File: src/rtl/prp_rct_tagger.sv
// PRP Redundancy Control Trailer tagger: duplicates one packet stream into A/B
// streams and, in PRP mode, appends a per-LAN RCT and fixes the IOQ header lengths.
module prp_rct_tagger #(
  parameter int DATA_WIDTH = 64,
  parameter int CTRL_WIDTH = DATA_WIDTH / 8,
  parameter logic [3:0] LAN_ID_A = 4'hA,
  parameter logic [3:0] LAN_ID_B = 4'hB,
  parameter logic [15:0] PRP_SUFFIX = 16'h88FB,
  parameter logic [CTRL_WIDTH-1:0] IOQ_CTRL = 8'hFF
) (
  input  logic                  clk,
  input  logic                  reset,
  input  logic [DATA_WIDTH-1:0] in_data,
  input  logic [CTRL_WIDTH-1:0] in_ctrl,
  input  logic                  in_wr,
  output logic                  in_rdy,
  output logic [DATA_WIDTH-1:0] out_data_A,
  output logic [DATA_WIDTH-1:0] out_data_B,
  output logic [CTRL_WIDTH-1:0] out_ctrl,
  output logic                  out_wr,
  input  logic                  out_rdy,
  input  logic                  PRP
);

  typedef enum logic [1:0] {HDR, DATA, EXTRA} state_t;

  state_t      state;
  logic        pkt_prp;
  logic [15:0] seq;
  logic [15:0] pkt_seq;
  logic [11:0] pkt_size;
  logic [63:0] spill_A;
  logic [63:0] spill_B;
  logic [7:0]  spill_ctrl;

  logic        accept;
  logic [3:0]  last_k;
  logic [6:0]  shift_bits;
  logic [15:0] new_byte_len;
  logic [16:0] round_up;
  logic [15:0] new_word_len;
  logic [63:0] hdr_word;
  logic [47:0] rct_A;
  logic [47:0] rct_B;
  logic [63:0] keep_mask;
  logic [127:0] tagged_A;
  logic [127:0] tagged_B;
  logic [7:0]  last_ctrl_tag;
  logic [7:0]  extra_ctrl;

  // The spill decision is registered, so the stall starts the cycle after the
  // last word is accepted and lasts until the EXTRA word leaves.
  assign in_rdy = out_rdy && (state != EXTRA);
  assign accept = in_wr && in_rdy;

  always_comb begin
    last_k = 4'd8;
    case (in_ctrl)
      8'h80:   last_k = 4'd1;
      8'h40:   last_k = 4'd2;
      8'h20:   last_k = 4'd3;
      8'h10:   last_k = 4'd4;
      8'h08:   last_k = 4'd5;
      8'h04:   last_k = 4'd6;
      8'h02:   last_k = 4'd7;
      default: last_k = 4'd8;
    endcase
  end

  assign new_byte_len = in_data[15:0] + 16'd6;
  assign round_up     = {1'b0, new_byte_len} + 17'd7;
  assign new_word_len = {2'b00, round_up[16:3]};
  assign hdr_word     = {in_data[63:48], new_word_len, in_data[31:16], new_byte_len};

  assign rct_A = {pkt_seq, LAN_ID_A, pkt_size, PRP_SUFFIX};
  assign rct_B = {pkt_seq, LAN_ID_B, pkt_size, PRP_SUFFIX};

  // Byte 0 sits at the MSB; a 128-bit window holds the last word and its spill.
  assign shift_bits = {last_k, 3'b000};
  assign keep_mask  = ~(64'hFFFF_FFFF_FFFF_FFFF >> shift_bits);
  assign tagged_A   = {in_data & keep_mask, 64'h0} | ({rct_A, 80'h0} >> shift_bits);
  assign tagged_B   = {in_data & keep_mask, 64'h0} | ({rct_B, 80'h0} >> shift_bits);

  assign last_ctrl_tag = (last_k <= 4'd2) ? (8'h04 >> last_k) : 8'h01;
  assign extra_ctrl    = 8'h04 << (4'd8 - last_k);

  always_ff @(posedge clk) begin
    if (reset) begin
      state      <= HDR;
      pkt_prp    <= 1'b0;
      seq        <= '0;
      pkt_seq    <= '0;
      pkt_size   <= '0;
      spill_A    <= '0;
      spill_B    <= '0;
      spill_ctrl <= '0;
      out_wr     <= 1'b0;
      out_data_A <= '0;
      out_data_B <= '0;
      out_ctrl   <= '0;
    end else begin
      out_wr <= 1'b0;
      if (accept) begin
        out_wr     <= 1'b1;
        out_data_A <= in_data;
        out_data_B <= in_data;
        out_ctrl   <= in_ctrl;
        case (state)
          HDR: begin
            if (in_ctrl == '0) begin
              state <= DATA;
            end else if (in_ctrl == IOQ_CTRL) begin
              pkt_prp <= PRP;
              if (PRP) begin
                out_data_A <= hdr_word;
                out_data_B <= hdr_word;
                pkt_seq    <= seq;
                seq        <= seq + 16'd1;
                pkt_size   <= in_data[11:0] - 12'd8;
              end
            end
          end
          DATA: begin
            if (in_ctrl != '0) begin
              state <= HDR;
              if (pkt_prp) begin
                out_data_A <= tagged_A[127:64];
                out_data_B <= tagged_B[127:64];
                out_ctrl   <= last_ctrl_tag;
                spill_A    <= tagged_A[63:0];
                spill_B    <= tagged_B[63:0];
                spill_ctrl <= extra_ctrl;
                if (last_k >= 4'd3) state <= EXTRA;
              end
            end
          end
          default: ;
        endcase
      end else if (state == EXTRA && out_rdy) begin
        out_wr     <= 1'b1;
        out_data_A <= spill_A;
        out_data_B <= spill_B;
        out_ctrl   <= spill_ctrl;
        state      <= HDR;
      end
    end
  end

endmodule

File: config.mk
export PLATFORM = sky130hd
export DESIGN_NAME = prp_rct_tagger
export DESIGN_NICKNAME = d
export VERILOG_FILES = /design/src/rtl/prp_rct_tagger.sv
export SDC_FILE = /design/constraint.sdc
export NUM_CORES = 1
export LEC_CHECK = 0
export BUFFER_PORTS_ARGS = -buffer_cell sky130_fd_sc_hd__clkbuf_2
export CAP_MARGIN = 25
export CORE_ASPECT_RATIO = 0.8
export CORE_MARGIN = 2
export CORE_UTILIZATION = 57
export CTS_CLUSTER_SIZE = 12
export DETAILED_ROUTE_END_ITERATION = 7
export GPL_TIMING_DRIVEN = 0
export PLACE_DENSITY = 0.81
export SLEW_MARGIN = 40
export SYNTH_ARGS = -nofsm -noshare
export SYNTH_HDL_FRONTEND = slang
export SYNTH_SLANG_ARGS = --single-unit
File: constraint.sdc
create_clock -name clk -period 2.7 [get_ports clk]
set_input_delay 0.27 -clock clk [delete_from_list [all_inputs] [get_ports clk]]
set_output_delay 0.27 -clock clk [all_outputs]
set_load 0.01 [all_outputs]
# [After elaboration in Yosys (flattened, before gate mapping)]
# Index checks and enable logic that the tools add are counted.
[totals] regBits=320 inputBits=77 output_inout_bits=138 word_cells=83
[op_classes] n_addsub=5 magnitude_cmp=2 eq_ne=14 shift=5 n_mux=29 bitwise=5 n_reduce_logical=11
[ops] cell="64-bit 2-to-1 mux" count=8
[ops] cell="128-bit OR" count=2
[ops] cell="64-bit case mux with 2 select lines" count=2
[ops] cell="128-bit by 7-bit right shift with 128-bit output" count=2
[ops] cell="48-bit 2-to-1 mux" count=3
[ops] cell="64-bit bitwise AND" count=1
[ops] cell="64-bit inverter" count=1
[ops] cell="64-bit by 7-bit right shift with 64-bit output (first input constant)" count=1
[ops] cell="8-bit 2-to-1 mux" count=6
[ops] cell="4-bit case mux with 7 select lines" count=1
[ops] cell="16-bit by 3-bit adder with 17-bit output (second input constant)" count=1
[ops] cell="16-bit by 1-bit adder with 16-bit output (second input constant)" count=1
[ops] cell="16-bit by 3-bit adder with 16-bit output (second input constant)" count=1
[ops] cell="8-bit == test (second input constant)" count=2
[ops] cell="2-bit 2-to-1 mux" count=6
[ops] cell="4-bit AND reduction" count=3
[ops] cell="12-bit by 4-bit subtractor with 12-bit output (second input constant)" count=1
[ops] cell="8-bit by 2-bit == test with 1-bit output (second input constant)" count=1
[ops] cell="8-bit by 3-bit == test with 1-bit output (second input constant)" count=1
[ops] cell="8-bit by 4-bit == test with 1-bit output (second input constant)" count=1
[ops] cell="8-bit by 5-bit == test with 1-bit output (second input constant)" count=1
[ops] cell="8-bit by 6-bit == test with 1-bit output (second input constant)" count=1
[ops] cell="8-bit by 7-bit == test with 1-bit output (second input constant)" count=1
[ops] cell="8-bit zero test" count=1
[ops] cell="18 further kinds" count=22

# [Logic depth before layout (Yosys ltp)]
[depth] depth_word=10 ltp_mapped=11 depth_no_buf=9

# [Worst setup path before layout]
# Ideal clock, no wire load.
[synth_path] kind="input -> register" from="input port in_data[2]" to="register out_data_A[41]" setup_ns=0.123 arrival_ns=2.305 required_ns=2.577 setup_slack_ns=0.272 path_stages=10 path_buffers=1 cell_sequence="inv_1 -> ha_1 -> nand2b_1 -> clkbuf_1 -> xor2_1 -> or4_1 -> nor3b_1 -> mux2i_1 -> a2bb2oi_1 -> o21ai_1"
[synth_via] elab_chain_len=7
[synth_rtl] item="from (decl)" line_no="13" source="input logic [DATA_WIDTH-1:0] in_data,"
[synth_rtl] item="16-bit by 3-bit adder with 16-bit output" line_no="70" source="assign new_byte_len = in_data[15:0] + 16'd6;"
[synth_rtl] item="16-bit by 3-bit adder with 17-bit output" line_no="71" source="assign round_up = {1'b0, new_byte_len} + 17'd7;"
[synth_rtl] item="48-bit 2-to-1 mux" line_no="114" source="if (PRP) begin"
[synth_rtl] item="48-bit 2-to-1 mux" line_no="112" source="end else if (in_ctrl == IOQ_CTRL) begin"
[synth_rtl] item="48-bit 2-to-1 mux" line_no="110" source="if (in_ctrl == '0) begin"
[synth_rtl] item="64-bit case mux with 2 select lines" line_no="108" source="case (state)"
[synth_rtl] item="64-bit 2-to-1 mux" line_no="103" source="if (accept) begin"
[synth_rtl] item="to (signal assigned)" line_no="105" source="out_data_A <= in_data;"
[synth_rtl] item="to (signal assigned)" line_no="115" source="out_data_A <= hdr_word;"
[synth_rtl] item="to (signal assigned)" line_no="127" source="out_data_A <= tagged_A[127:64];"
[synth_rtl] item="to (decl)" line_no="17" source="output logic [DATA_WIDTH-1:0] out_data_A,"
# No other way between the ends.
# A chain may end at the register's enable or synchronous reset.

# [Worst setup path after layout]
[layout_path] from="register state[0]" to="register out_data_A[46]"
[layout_via] elab_chain_len=4 word_cells_on_any_way=10 cone_classes="3 x eq/ne; 2 x mux; 5 x reduce/logical"
[layout_rtl] item="from (decl)" line_no="27" source="state_t state;"
[layout_rtl] item="from (signal assigned)" line_no="89" source="state <= HDR;"
[layout_rtl] item="from (signal assigned)" line_no="111" source="state <= DATA;"
[layout_rtl] item="from (signal assigned)" line_no="125" source="state <= HDR;"
[layout_rtl] item="branches (longest 4 deep; another with 64-bit case mux with 2 select lines)"
# Parallel ways; which one is timed is not known.

==> results <==
- The library cell used most frequently in the layout, excluding fill and tap cells, is sky130_fd_sc_hd__clkbuf_2.
- The count of final hold-check violations came to 0.
- In this run the tool buffered the top-level ports with 198 buffer cells.
- In the global route stage, overall resource usage came out at 0.525.
- Headroom to the max-slew limit came out at 0.318.
- The CTS sink count is 204.
- In this run the critical register-to-register path is launched from state[0].
- The largest clock skew in the final design is 0.0162 ns.
- The number of DRC markers in iteration 0 is 2,805.
- The post-synthesis instance area is 0.0120 mm².
- The min-delay analysis places its worst path in the category input port to flip-flop.
- Grouping stages by cell kind, the critical path spends the most delay in buffers and inverters.
- The number of iterations in the first detailed-routing pass is 8.
- Detailed placement ended at an HPWL of 44,600 µm.
- The data arrival time of the critical path is 3.20 ns.
- The placeable core region is 0.0207 mm².
- The share of post-route cells with drive strength above 1 is 0.240.
- Setup violations remaining at the end of the flow were counted as 22.
- Setup repair after global routing could not meet its margin everywhere.
- The number of fill cells is 1,708.
- The critical path start-end classification is flip-flop to flip-flop.
- The flow ran to the end, but the final reports show violations.
- The number of max-cap violations is 0.
- The setup total negative slack is -0.687 ns.
- The critical path starts at state[0].
- After clock tree synthesis, the clock-pin slew on the worst setup and hold paths is 0.06 ns.
- TritonCTS built the clock tree.
- The clock reaches the later pin of the worst-skew pair after 0.53 ns.
- The total congestion overflow after global routing is 0.
- The post-route DRC violation count is 10.
- The time the final worst path needs with I/O delays and setup is 2.82 ns.
- The mean number of vias per cell is 7.14.
- The die covers 0.0223 mm².
- The capture point of the worst path is out_data_A[46].
- For this run, the leading register cell type out of synthesis is sky130_fd_sc_hd__dfxtp_1.
- Synthesis inferred 204 register bits.
- The endpoint of the lowest-slack register-to-register path is out_data_A[46].
- The number of gates on the worst path with buffers counted is 7.
- In the synthesized netlist, the number of instances is 1,548.
- The average cell area after synthesis is 7.78 µm².
- The die extent in y is 134 µm.
- The pin count of the biggest net entering global routing is 13.
- The number of placed instances, taps included is 2,015.
- The number of antenna diodes is 0.
- Leaving out fill and tap cells, the most frequent cells in the layout are sky130_fd_sc_hd__clkbuf_2 (219), sky130_fd_sc_hd__dfxtp_1 (203), sky130_fd_sc_hd__nor2_1 (172), sky130_fd_sc_hd__nand2_1 (167), sky130_fd_sc_hd__a21oi_1 (134).
- The number of flops mapped to enable cells by yosys is 0.
- Setup slack on the worst reg-to-reg path comes out at -0.12 ns.
- The wire length reported by the detailed router is 61,100 µm.
- CTS built an H-tree with a depth of 1.
- The final reports fail on DRC, setup timing.
- The total CTS buffers is 22.
- The overall die width is 167 µm.
- The final standard cell utilization of the core is 0.694.
- The remaining antenna violation count is 0.
- The routed length per instance is 29.7 µm.
- For this run, the register share of the synthesized area comes to 0.339.
- The overall power of the completed layout is 7.16 mW.
- The master of the slowest instance on the critical path is sky130_fd_sc_hd__clkbuf_2.
- Walking the worst path, the cells encountered are buf_2, nand2b_1, nand3_2, clkbuf_2, clkbuf_2, a221oi_1, nor4_1.
- The count of cells in the finished layout, fillers not included, comes to 2,061.
- The nature of the critical path startpoint is a flip-flop.
- The number of nets in the synthesized netlist is 1,632.
- The tree is rooted in a sky130_fd_sc_hd__clkbuf_16.
- The worst setup path is captured at a flip-flop.
- At the end of routability-driven placement, the weighted congestion stood at 1.11.
- Counting instances, the worst hold path has a depth of 3.
- The longest clock path from root to sink contains 3 buffers.
- The transition at the pin with the smallest max-transition slack is 1.02 ns.
- The critical path contains buffers and inverters numbering 3 combined.
- The Yosys warning count is 0.
- In this run the static leakage power is 5.58 nW.
- Based on the critical path, the design can be clocked at up to 355 MHz.
- The initial antenna violation count is 1.
- Along the worst path, the maximum fanout reaches 10.
- The global-route wire length before repair is 87,400 µm.
- The area growth from synthesis to layout is 19.3%.
- The count of standard-cell rows is 47.
- Among the stages of the critical path, the cell type that occurs most often is sky130_fd_sc_hd__clkbuf_2.
- After layout, the worst setup slack is -0.120 ns.
- Counting distinct cell types in the post-synthesis netlist gives 92.
- The areal power density over the cells is 498 mW/mm².
- Counting flops with an async set or reset pin after synthesis yields a share of 0.
- The post-route fraction of the period consumed by the critical path is 1.04.
- The via count of the first global-routing pass is 13,700.
- Pin placement for this block handled 215 I/O pins.
- The initial standard-cell utilization of the core is 0.582.
- The number of pins exceeding their max-slew limit in the final report is 0.
- Measured in cells, the most critical reg-to-reg path has a length of 7.
- The via count is 14,700.
- VDD sags by at most 0.570 mV.
- The peak per-stage delay on the critical path is 0.45 ns.
- The data required time of the critical path is 3.08 ns.
- In the final design database the tool counted 1,867 nets.
[logic make-up (layout without fill, tap and decap cells)]
group	Yosys count	after routing	synth area share
adder cells (fa/ha/maj)	7	7	0.00727
AND/OR/NAND/NOR	589	589	0.240
XOR/XNOR	46	46	0.0334
flip-flops	204	204	0.339
multiplexers	25	25	0.0211
AO/OA/AOI/OAI	474	474	0.267
buffers and inverters	203	447	0.0921
[flip-flops by register name, summed over array words and instances (netlist names)]
signal,cells
pkt_size,12
out_data_B,8
out_ctrl,8
spill_B,8
out_data_A,64
seq,16
spill_A,63
out_wr,1
pkt_seq,16
pkt_prp,1
spill_ctrl,5
state,2
[timing repair]
action,CTS,global route
setup buffers,1,7
setup endpoints to repair,160,93
resized for setup,20,42
hold endpoints to repair,7,0
hold buffers,7,0
pin swaps,1,2
[Yosys cell counts, drive strengths merged (7+ instances only)]
cell	number	share of area
nor3	68	0.029
nand4	12	0.0073
xor2	22	0.016
a22oi	13	0.0081
nor2	178	0.058
o211ai	21	0.013
o21a	16	0.010
ha	7	0.0073
clkbuf	80	0.025
nand3	41	0.017
a311oi	8	0.0058
dfxtp	204	0.34
o21ai	98	0.041
and3	21	0.011
buf	103	0.061
o31ai	10	0.0066
a211oi	21	0.014
or4	7	0.0053
mux2i	22	0.018
or3	11	0.0061
o2bb2ai	10	0.0073
nand2b	9	0.0047
a21oi	137	0.057
a31oi	15	0.0078
o221ai	10	0.0073
inv	20	0.0064
nand2	171	0.054
a221oi	47	0.037
xnor2	24	0.017
nor4	22	0.017
and2	24	0.012
[metrics by stage]
step | cell area, µm² | worst slack, ns | hold WS, ns
final | 14400 | -0.120 | 0.00272
after global routing | 14400 | -0.0425 | 0.0214
after CTS | 14200 | 0.0130 | 0.00998
after detailed placement | 13400 | -0.784 | 0.438
after global placement | 13400 | -0.783 | 0.434
after floorplan | 12000 | 0.272 | 0.379
[metal layers]
| layer | share of wire | GRT usage | vias up |
|---|---|---|---|
| met3 | 0.18 | 0.217 | 430 |
| met2 | 0.39 | 0.757 | 1501 |
| met4 | 0.082 | 0.311 | 4 |
| li1 | - | - | 6028 |
| met1 | 0.35 | 0.658 | 6743 |
| met5 | 0.0017 | 0.0217 | - |
[power breakdown]
part	leakage (nW)	total (mW)	internal, mW	switching, mW
Combinational	3.61	1.06	0.380	0.679
Sequential	1.66	3.14	3.08	0.0586
Clock	0.315	2.96	1.66	1.30
Total	5.58	7.16	5.12	2.04
[area by class of cell]
class	count	area, µm²	area share
Buffer	180	1050	0.0732
Clock buffer	29	608	0.0423
Clock inverter	4	50.0	0.00348
Inverter	20	77.6	0.00540
Multi-Input combinational cell	1141	7020	0.488
Sequential cell	204	4090	0.284
Tap cell	269	337	0.0234
Timing Repair Buffer	214	1140	0.0796
[worst register-to-register path: stages (launching register included)]
cell	delay, ns
sky130_fd_sc_hd__dfxtp_1	0.36
sky130_fd_sc_hd__buf_2	0.25
sky130_fd_sc_hd__nand2b_1	0.26
sky130_fd_sc_hd__nand3_2	0.39
sky130_fd_sc_hd__clkbuf_2	0.46
sky130_fd_sc_hd__clkbuf_2	0.45
sky130_fd_sc_hd__a221oi_1	0.42
sky130_fd_sc_hd__nor4_1	0.08
[worst min path at each step]
stage,start,endpoint,slack [ns]
final,in_data[18],out_data_A[18],0.003
after global placement,out_data_B[36],out_data_B[36],0.43
after floorplan,in_data[56],out_data_A[56],0.38
after CTS,in_data[18],out_data_A[18],0.01
after global routing,in_data[18],out_data_A[18],0.02
after detailed placement,spill_A[14],spill_A[14],0.44
Power figures use the tool's default switching activity.
